<file path="config.mk">
export PLATFORM = sky130hd
export DESIGN_NAME = fir_coeff_sequencer
export DESIGN_NICKNAME = d
export VERILOG_FILES = /design/src/rtl/fir_pkg.sv /design/src/rtl/fir_coeff_sequencer.sv
export SDC_FILE = /design/constraint.sdc
export NUM_CORES = 1
export LEC_CHECK = 0
export CAP_MARGIN = 20
export CORE_MARGIN = 2
export CORE_UTILIZATION = 40
export DETAILED_ROUTE_END_ITERATION = 16
export PLACE_DENSITY_LB_ADDON = 0.3
export SETUP_SLACK_MARGIN = 0.5
export SYNTH_ARGS = -nofsm -noshare
export SYNTH_HDL_FRONTEND = slang
export SYNTH_SLANG_ARGS = --single-unit
export TNS_END_PERCENT = 5
</file>
<file path="constraint.sdc">
create_clock -name iClk12M -period 2.5 [get_ports iClk12M]
set_input_delay 0.75 -clock iClk12M [delete_from_list [all_inputs] [get_ports iClk12M]]
set_output_delay 0.75 -clock iClk12M [all_outputs]
set_load 0.02 [all_outputs]
</file>
<file path="src/rtl/fir_pkg.sv">
`default_nettype none
// ============================================================================
//  Module  : fir_pkg
//  Brief   : Shared constants and state encoding for the FIR coefficient
//            load sequencer.
//  Rev     : 1.0  initial release
// ============================================================================
package fir_pkg;

   localparam int NUM_BANKS     = 4;
   localparam int TAPS_PER_BANK = 10;
   localparam int COEFF_W       = 16;
   localparam int TOTAL_TAPS    = NUM_BANKS * TAPS_PER_BANK;

   typedef enum logic [2:0] {
      ST_IDLE      = 3'd0,
      ST_WAIT_SLOT = 3'd1,
      ST_LOAD      = 3'd2,
      ST_BANK_GAP  = 3'd3,
      ST_FLUSH     = 3'd4,
      ST_DONE      = 3'd5
   } state_t;

endpackage
`default_nettype wire

</file>
<file path="src/rtl/fir_coeff_sequencer.sv">
`default_nettype none
// ============================================================================
//  Module  : fir_coeff_sequencer
//  Brief   : Streams 40 coefficient words bank by bank into the FIR filter's
//            coefficient-update port, aligned to a sample boundary.
//  Rev     : 1.0  initial release
// ============================================================================
module fir_coeff_sequencer
   import fir_pkg::*;
#(
   parameter int TIMEOUT = 1023
) (
   input  logic               iClk12M,
   input  logic               iRst,
   input  logic               iEnSample600k,
   input  logic               iLoadReq,
   input  logic               iCoeffValid,
   input  logic [COEFF_W-1:0] iCoeff,
   output logic               oCoeffReady,
   output logic               oCoeffUpdateFlag,
   output logic               oMemRdFlag,
   output logic [1:0]         oModuleSel,
   output logic [3:0]         oAddr,
   output logic [COEFF_W-1:0] oWtDtRam,
   output logic               oWrStb,
   output logic               oBusy,
   output logic               oDone,
   output logic               oErr
);

   localparam int          IDLE_W    = $clog2(TIMEOUT + 1);
   localparam logic [1:0]  LAST_BANK = 2'(NUM_BANKS - 1);
   localparam logic [3:0]  LAST_TAP  = 4'(TAPS_PER_BANK - 1);
   localparam logic [IDLE_W-1:0] IDLE_LIMIT = IDLE_W'(TIMEOUT - 1);

   state_t            r_state;
   logic [1:0]        r_bank;
   logic [3:0]        r_tap;
   logic [IDLE_W-1:0] r_idleCnt;
   logic              w_accept;

   // oCoeffReady is only ever high while in LOAD, so it qualifies the handshake.
   assign w_accept = (r_state == ST_LOAD) && oCoeffReady && iCoeffValid;

   always_ff @(posedge iClk12M) begin
      if (iRst) begin
         r_state          <= ST_IDLE;
         r_bank           <= 2'd0;
         r_tap            <= 4'd0;
         r_idleCnt        <= '0;
         oCoeffReady      <= 1'b0;
         oCoeffUpdateFlag <= 1'b0;
         oMemRdFlag       <= 1'b0;
         oModuleSel       <= 2'd0;
         oAddr            <= 4'd0;
         oWtDtRam         <= '0;
         oWrStb           <= 1'b0;
         oBusy            <= 1'b0;
         oDone            <= 1'b0;
         oErr             <= 1'b0;
      end else begin
         oWrStb <= 1'b0;
         oDone  <= 1'b0;
         case (r_state)
            ST_IDLE: begin
               if (iLoadReq) begin
                  r_state          <= ST_WAIT_SLOT;
                  oErr             <= 1'b0;
                  oMemRdFlag       <= 1'b0;
                  oCoeffUpdateFlag <= 1'b1;
                  oBusy            <= 1'b1;
               end
            end

            ST_WAIT_SLOT: begin
               r_bank    <= 2'd0;
               r_tap     <= 4'd0;
               r_idleCnt <= '0;
               if (iEnSample600k) begin
                  r_state     <= ST_LOAD;
                  oCoeffReady <= 1'b1;
               end
            end

            ST_LOAD: begin
               if (w_accept) begin
                  oWrStb     <= 1'b1;
                  oModuleSel <= r_bank;
                  oAddr      <= r_tap;
                  oWtDtRam   <= iCoeff;
                  r_idleCnt  <= '0;
                  if (r_tap == LAST_TAP) begin
                     r_tap       <= 4'd0;
                     oCoeffReady <= 1'b0;
                     if (r_bank == LAST_BANK) begin
                        r_state <= ST_FLUSH;
                     end else begin
                        r_bank  <= r_bank + 2'd1;
                        r_state <= ST_BANK_GAP;
                     end
                  end else begin
                     r_tap <= r_tap + 4'd1;
                  end
               end else if (r_idleCnt == IDLE_LIMIT) begin
                  // Source stalled too long: abandon the partial load.
                  r_state          <= ST_IDLE;
                  oErr             <= 1'b1;
                  oCoeffUpdateFlag <= 1'b0;
                  oMemRdFlag       <= 1'b0;
                  oCoeffReady      <= 1'b0;
                  oBusy            <= 1'b0;
               end else begin
                  r_idleCnt <= r_idleCnt + 1'b1;
               end
            end

            ST_BANK_GAP: begin
               r_state     <= ST_LOAD;
               oCoeffReady <= 1'b1;
               r_idleCnt   <= '0;
            end

            ST_FLUSH: begin
               r_state <= ST_DONE;
            end

            ST_DONE: begin
               r_state          <= ST_IDLE;
               oDone            <= 1'b1;
               oCoeffUpdateFlag <= 1'b0;
               oMemRdFlag       <= 1'b1;
               oBusy            <= 1'b0;
            end

            default: begin
               r_state          <= ST_IDLE;
               oCoeffReady      <= 1'b0;
               oCoeffUpdateFlag <= 1'b0;
               oBusy            <= 1'b0;
            end
         endcase
      end
   end

endmodule
`default_nettype wire

</file>
* Yosys cells after proc, flatten, opt, wreduce, memory -nomap -nowiden
Index checks and enable logic that the tools add are counted.
** Cells by class
- Add/sub/neg operators :: 3
- Multipliers :: 0
- Divide/modulo/power cells :: 0
- Order comparisons :: 0
- Equal/unequal tests :: 18
- Shifts and indexed selects :: 0
- Muxes and demuxes :: 32
- Bitwise gates (word level) :: 3
- Reductions and logical operators :: 20
** Operators with widths (number)
- $reduce_and 4->1 :: 6
- $mux 10 :: 2
- $pmux 10 s2 :: 1
- $mux 3 :: 6
- $pmux 3 s5 :: 1
- $mux 1 :: 11
- $add 10x1->10 const B :: 1
- $eq 10x10->1 const B :: 1
- $ne 2x2->1 const B :: 5
- $mux 4 :: 2
- $pmux 4 s2 :: 1
- $eq 3x2->1 const B :: 2
- $eq 3x3->1 const B :: 2
- $mux 2 :: 3
- $ne 3x2->1 const B :: 2
- $pmux 1 s3 :: 2
- $reduce_and 2->1 :: 3
- $reduce_bool 2->1 :: 3
- $reduce_or 3->1 :: 2
- $add 4x1->4 const B :: 1
- $eq 4x4->1 const B :: 1
- $ne 2x1->1 const B :: 2
- $pmux 1 s4 :: 1
- $pmux 2 s2 :: 1
- other kinds (10) :: 14
** Word-level totals
- Register bits :: 47
- Latch bits :: 0
- RAM bits :: 0
- Bits in read-only memories :: 0
- Bits of input ports :: 21
- Output and inout bits :: 29
- Logic and storage cells :: 89
- Memories :: 0

* Depth between registers and ports, before layout
- Depth in word-level cells :: 5
- Depth in mapped cells :: 7
- Depth with buffers taken out :: 6

* Worst setup path before layout
Ideal clock, no wire load.
- Path kind :: input to register
- Start point :: in iCoeffValid
- End point :: reg r_idleCnt[8]
- Setup time :: 70 ps
- Arrival :: 1758 ps
- Data required time :: 2430 ps
- Slack :: 671 ps
- Stages :: 4
- Path through :: a31o_4 > and2_4 > or4_1 > a21oi_1
** Between the ends
- Cells in the longest elaborated chain, start to end :: 3
- Elaborated cells between the ends (all ways) :: 5
- Classes of those cells :: eq/ne (1); mux (2); reduce/logical (2)
** Ends and longest elaborated chain
- from (decl) :: RTL line fir_coeff_sequencer.sv:17 : input logic iCoeffValid,
- $logic_and 1x1->1 * :: RTL line fir_coeff_sequencer.sv:43 : assign w_accept = (r_state == ST_LOAD) && oCoeffReady && iCoeffValid;
- $mux 10 or $ne 3x3->1 (tied branches)
- $pmux 10 s2 or $reduce_and 2->1 (tied branches)
- to (signal assigned) :: RTL line fir_coeff_sequencer.sv:113 : r_idleCnt <= r_idleCnt + 1'b1;
- to (decl) :: RTL line fir_coeff_sequencer.sv:39 : logic [IDLE_W-1:0] r_idleCnt;
Mark *: on every way between the ends. The rest lies on a longest branch, timed or not.
A chain may end at the register's enable or synchronous reset.

==> flow_metrics.py <==
metrics = {
    "status": {
        "status": "completed",
    },
    "timing": {
        "setup_tns_ps": 0,
        "fin_skew_ps": 4.38,
        "max_freq_mhz": 489,
        "setup_viol": 0,
        "timing.final.crit_share_pct": 81.8,
        "worst_pin_slew_ps": 739,
        "hold_viol": 0,
        "maxSlewHeadroom_pct": 50.1,
        "drv_slew": 0,
        "rsz0062_at_grt": "yes",
        "period_minus_slack_ps": 2050,
    },
    "power_and_ir_drop": {
        "p_leak_nw": 0.996,
        "vdd_drop_max_uv": 304,
        "swShare_pct": 26.1,
        "pwr-share-clk_pct": 37.1,
        "power_density_nw_per_um2": 555,
        "pwr-share-seq_pct": 48.6,
        "combPwrFrac_pct": 14.3,
        "power_switching_w": 0.000425,
        "p_int_w": 0.00120,
    },
    "clock_network": {
        "clockBufferDepth": 2,
        "numCtsBuffers": 5,
        "ctsHoldBuffers": 0,
        "cts_tree": "done",
        "cts_root_buffer": "clkbuf_8",
        "insertion_delay_ps": 310,
        "clkTransAtPathRegs_ps": 90,
        "h-tree-depth": 2,
        "clkSinkCount": 47,
    },
    "floorplan": {
        "dieArea_um2": 6110,
        "fp-row-count": 27,
        "die_h_um": 78.2,
        "start_util_pct": 40.7,
        "ios": 50,
        "die_x_um": 78.2,
        "fp.coreArea_um2": 5410,
    },
    "placement": {
        "io_buffers": 49,
        "place_congestion": 0.821,
        "postPlaceCellArea_um2": 2810,
        "dp_hpwl_um": 3510,
    },
    "setup_path": {
        "max_stage_delay_ps": 610,
        "end_kind": "output pin",
        "crit_type": "register to output pin",
        "cp-start-kind": "register",
        "worstPathArrival_ps": 1300,
        "crit_chain": "clkdlybuf4s50_1",
        "crit_slowest_cell": "clkdlybuf4s50_1",
        "crit_family": "buffers and inverters",
        "worst-path-buf-inv": 1,
        "required_ps": 1750,
        "crit_fanout": 4,
    },
    "finish": {
        "layout.nets": 337,
        "fillers": 514,
        "final_area_um2": 2930,
        "fin_util_pct": 54.2,
        "syn_to_final_growth_pct": 33.0,
        "drive_gt1_share_pct": 10.5,
        "num_antenna_cells": 0,
    },
    "grt": {
        "antenna_found_initial": 0,
        "grt-ovfl-total": 0,
        "grt_pass1_vias": 1934,
        "grt_pass1_wl_um": 8650,
        "grtUsageTotal_pct": 17.5,
        "grt_start_max_net_pins": 34,
    },
    "yosys": {
        "async_reset_ff_share_pct": 0,
        "synth_top_area_share_pct": 42.7,
        "ys_seq_area_share_pct": 42.7,
        "synth_top_area_cell": "dfxtp_1",
        "synth_common_cells": "nand2_1, dfxtp_1, a21oi_1",
        "synth_area_leaders": "dfxtp_1, nand2_1, a21oi_1, o31ai_1, nand2b_1",
        "ys.flop_type": "dfxtp_1",
        "synth_most_common_cell": "nand2_1",
        "netlist_area_um2": 2200,
        "syn_avg_cell_area_um2": 8.37,
        "synth-edff-count": 0,
        "syn_nets": 287,
        "syn_inst": 263,
        "ys_ff_latch": 47,
        "yosysWarnings": 0,
        "synth_cell_types": 51,
    },
    "detailed_routing": {
        "post_drt_wl_per_cell_um": 13.2,
        "drcViolationCount": 0,
        "drtIter0Drc": 48,
        "drt_first_pass_iters": 4,
        "ant_nets": 0,
        "wl_um": 5110,
        "vias": 2055,
        "vias_per_cell": 5.32,
    },
    "worst_hold_path": {
        "hp-class": "register to register",
    },
    "job": {
        "maxCapViolCount": 0,
    },
}
[metal layers]
metal  vias to the layer above  part of all wire (%)  track usage, %
li1                       1041                     -               -
met1                       963                    45            21.1
met2                        43                    50            30.8
met3                         8                   3.7            3.56
met4                         0                   1.3            6.14
met5                         -                     0               0
[area by class of cell]
type / instances / area, um^2 / area share, %
clock inverters: 2 / 38.8 / 1.32
clock buffers: 6 / 82.6 / 2.82
inverters: 8 / 30.0 / 1.03
well taps: 72 / 90.1 / 3.08
repair buffers: 61 / 606 / 20.7
flip-flops and latches: 47 / 941 / 32.1
multi-input cells: 190 / 1140 / 39.0
[placed cells by master (no fill, tap or decap), drive strengths merged, types with 2 or more instances in the layout]
master	count
a2111oi	2
dfxtp	47
nand3b	4
buf	12
mux2i	2
and3	2
nor4b	2
dlygate4sd2	2
o21ai	9
a41oi	2
clkdlybuf4s50	46
a211oi	3
o31ai	7
nor3	4
and4	2
a31oi	2
nand2b	8
a22oi	2
clkbuf	6
or4	6
inv	9
nand2	51
nor2	13
a21boi	2
nand4b	2
nand3	4
nor4	2
ha	3
or2	2
a21oi	38
[state kept, by name, summed over array words and instances (netlist names)]
name         cells
oBusy            1
oWrStb           1
r_idleCnt       10
oWtDtRam        16
r_state          3
oDone            1
oErr             1
r_bank           2
oMemRdFlag       1
r_tap            4
oModuleSel       2
oCoeffReady      1
oAddr            4
[power by group through the flow]
| stage | clock (W) | combinational, W | sequential [W] |
|---|---|---|---|
| CTS | 0.000619 | 0.000233 | 0.000792 |
| global placement | 0 | 0.000230 | 0.000809 |
| floorplan | 0 | 0.000164 | 0.000801 |
| detailed placement | 0 | 0.000234 | 0.000809 |
| finish | 0.000604 | 0.000232 | 0.000791 |
| global route | 0.000644 | 0.000255 | 0.000796 |
[per-stage QoR]
stage	total power (W)	worst slack (ps)	instances	hold slack (ps)
after CTS	0.00164	430	386	461
after global placement	0.00104	80.3	378	443
after floorplan	0.000964	671	263	445
final	0.00163	454	386	457
after detailed placement	0.00104	38.5	378	448
after global routing	0.00170	392	386	476
[worst reg2reg max path, stage by stage, from the launching register on]
cell and delay (ps):
dfxtp_1 470, inv_1 350, nand2_1 320, or4_1 530
a21boi_0 190
[timing repair]
| item | in CTS | in global routing |
|---|---|---|
| gates resized for setup | 2 | 1 |
| buffers inserted | 0 | 0 |
| endpoints found under the setup margin | 64 | 32 |
[cell families after synthesis]
kind of cell	Yosys count	share of synthesized area [%]
simple gates	106	25.3
compound gates	78	23.5
flops	47	42.7
buf+inv	26	5.45
fa+ha+maj	3	1.70
mux	2	0.909
xor+xnor	1	0.398
[worst paths after layout]
check              startpoint                to  slack [ps]  cells after the start
setup / recovery        oBusy  oCoeffUpdateFlag         450                      1
hold reg to reg   oWtDtRam[2]       oWtDtRam[2]         460                      2
hold / removal    oWtDtRam[2]       oWtDtRam[2]         460                      2
setup reg to reg   r_state[2]      r_idleCnt[9]         560                      4
No activity file was read; power rests on OpenSTA's default activity.
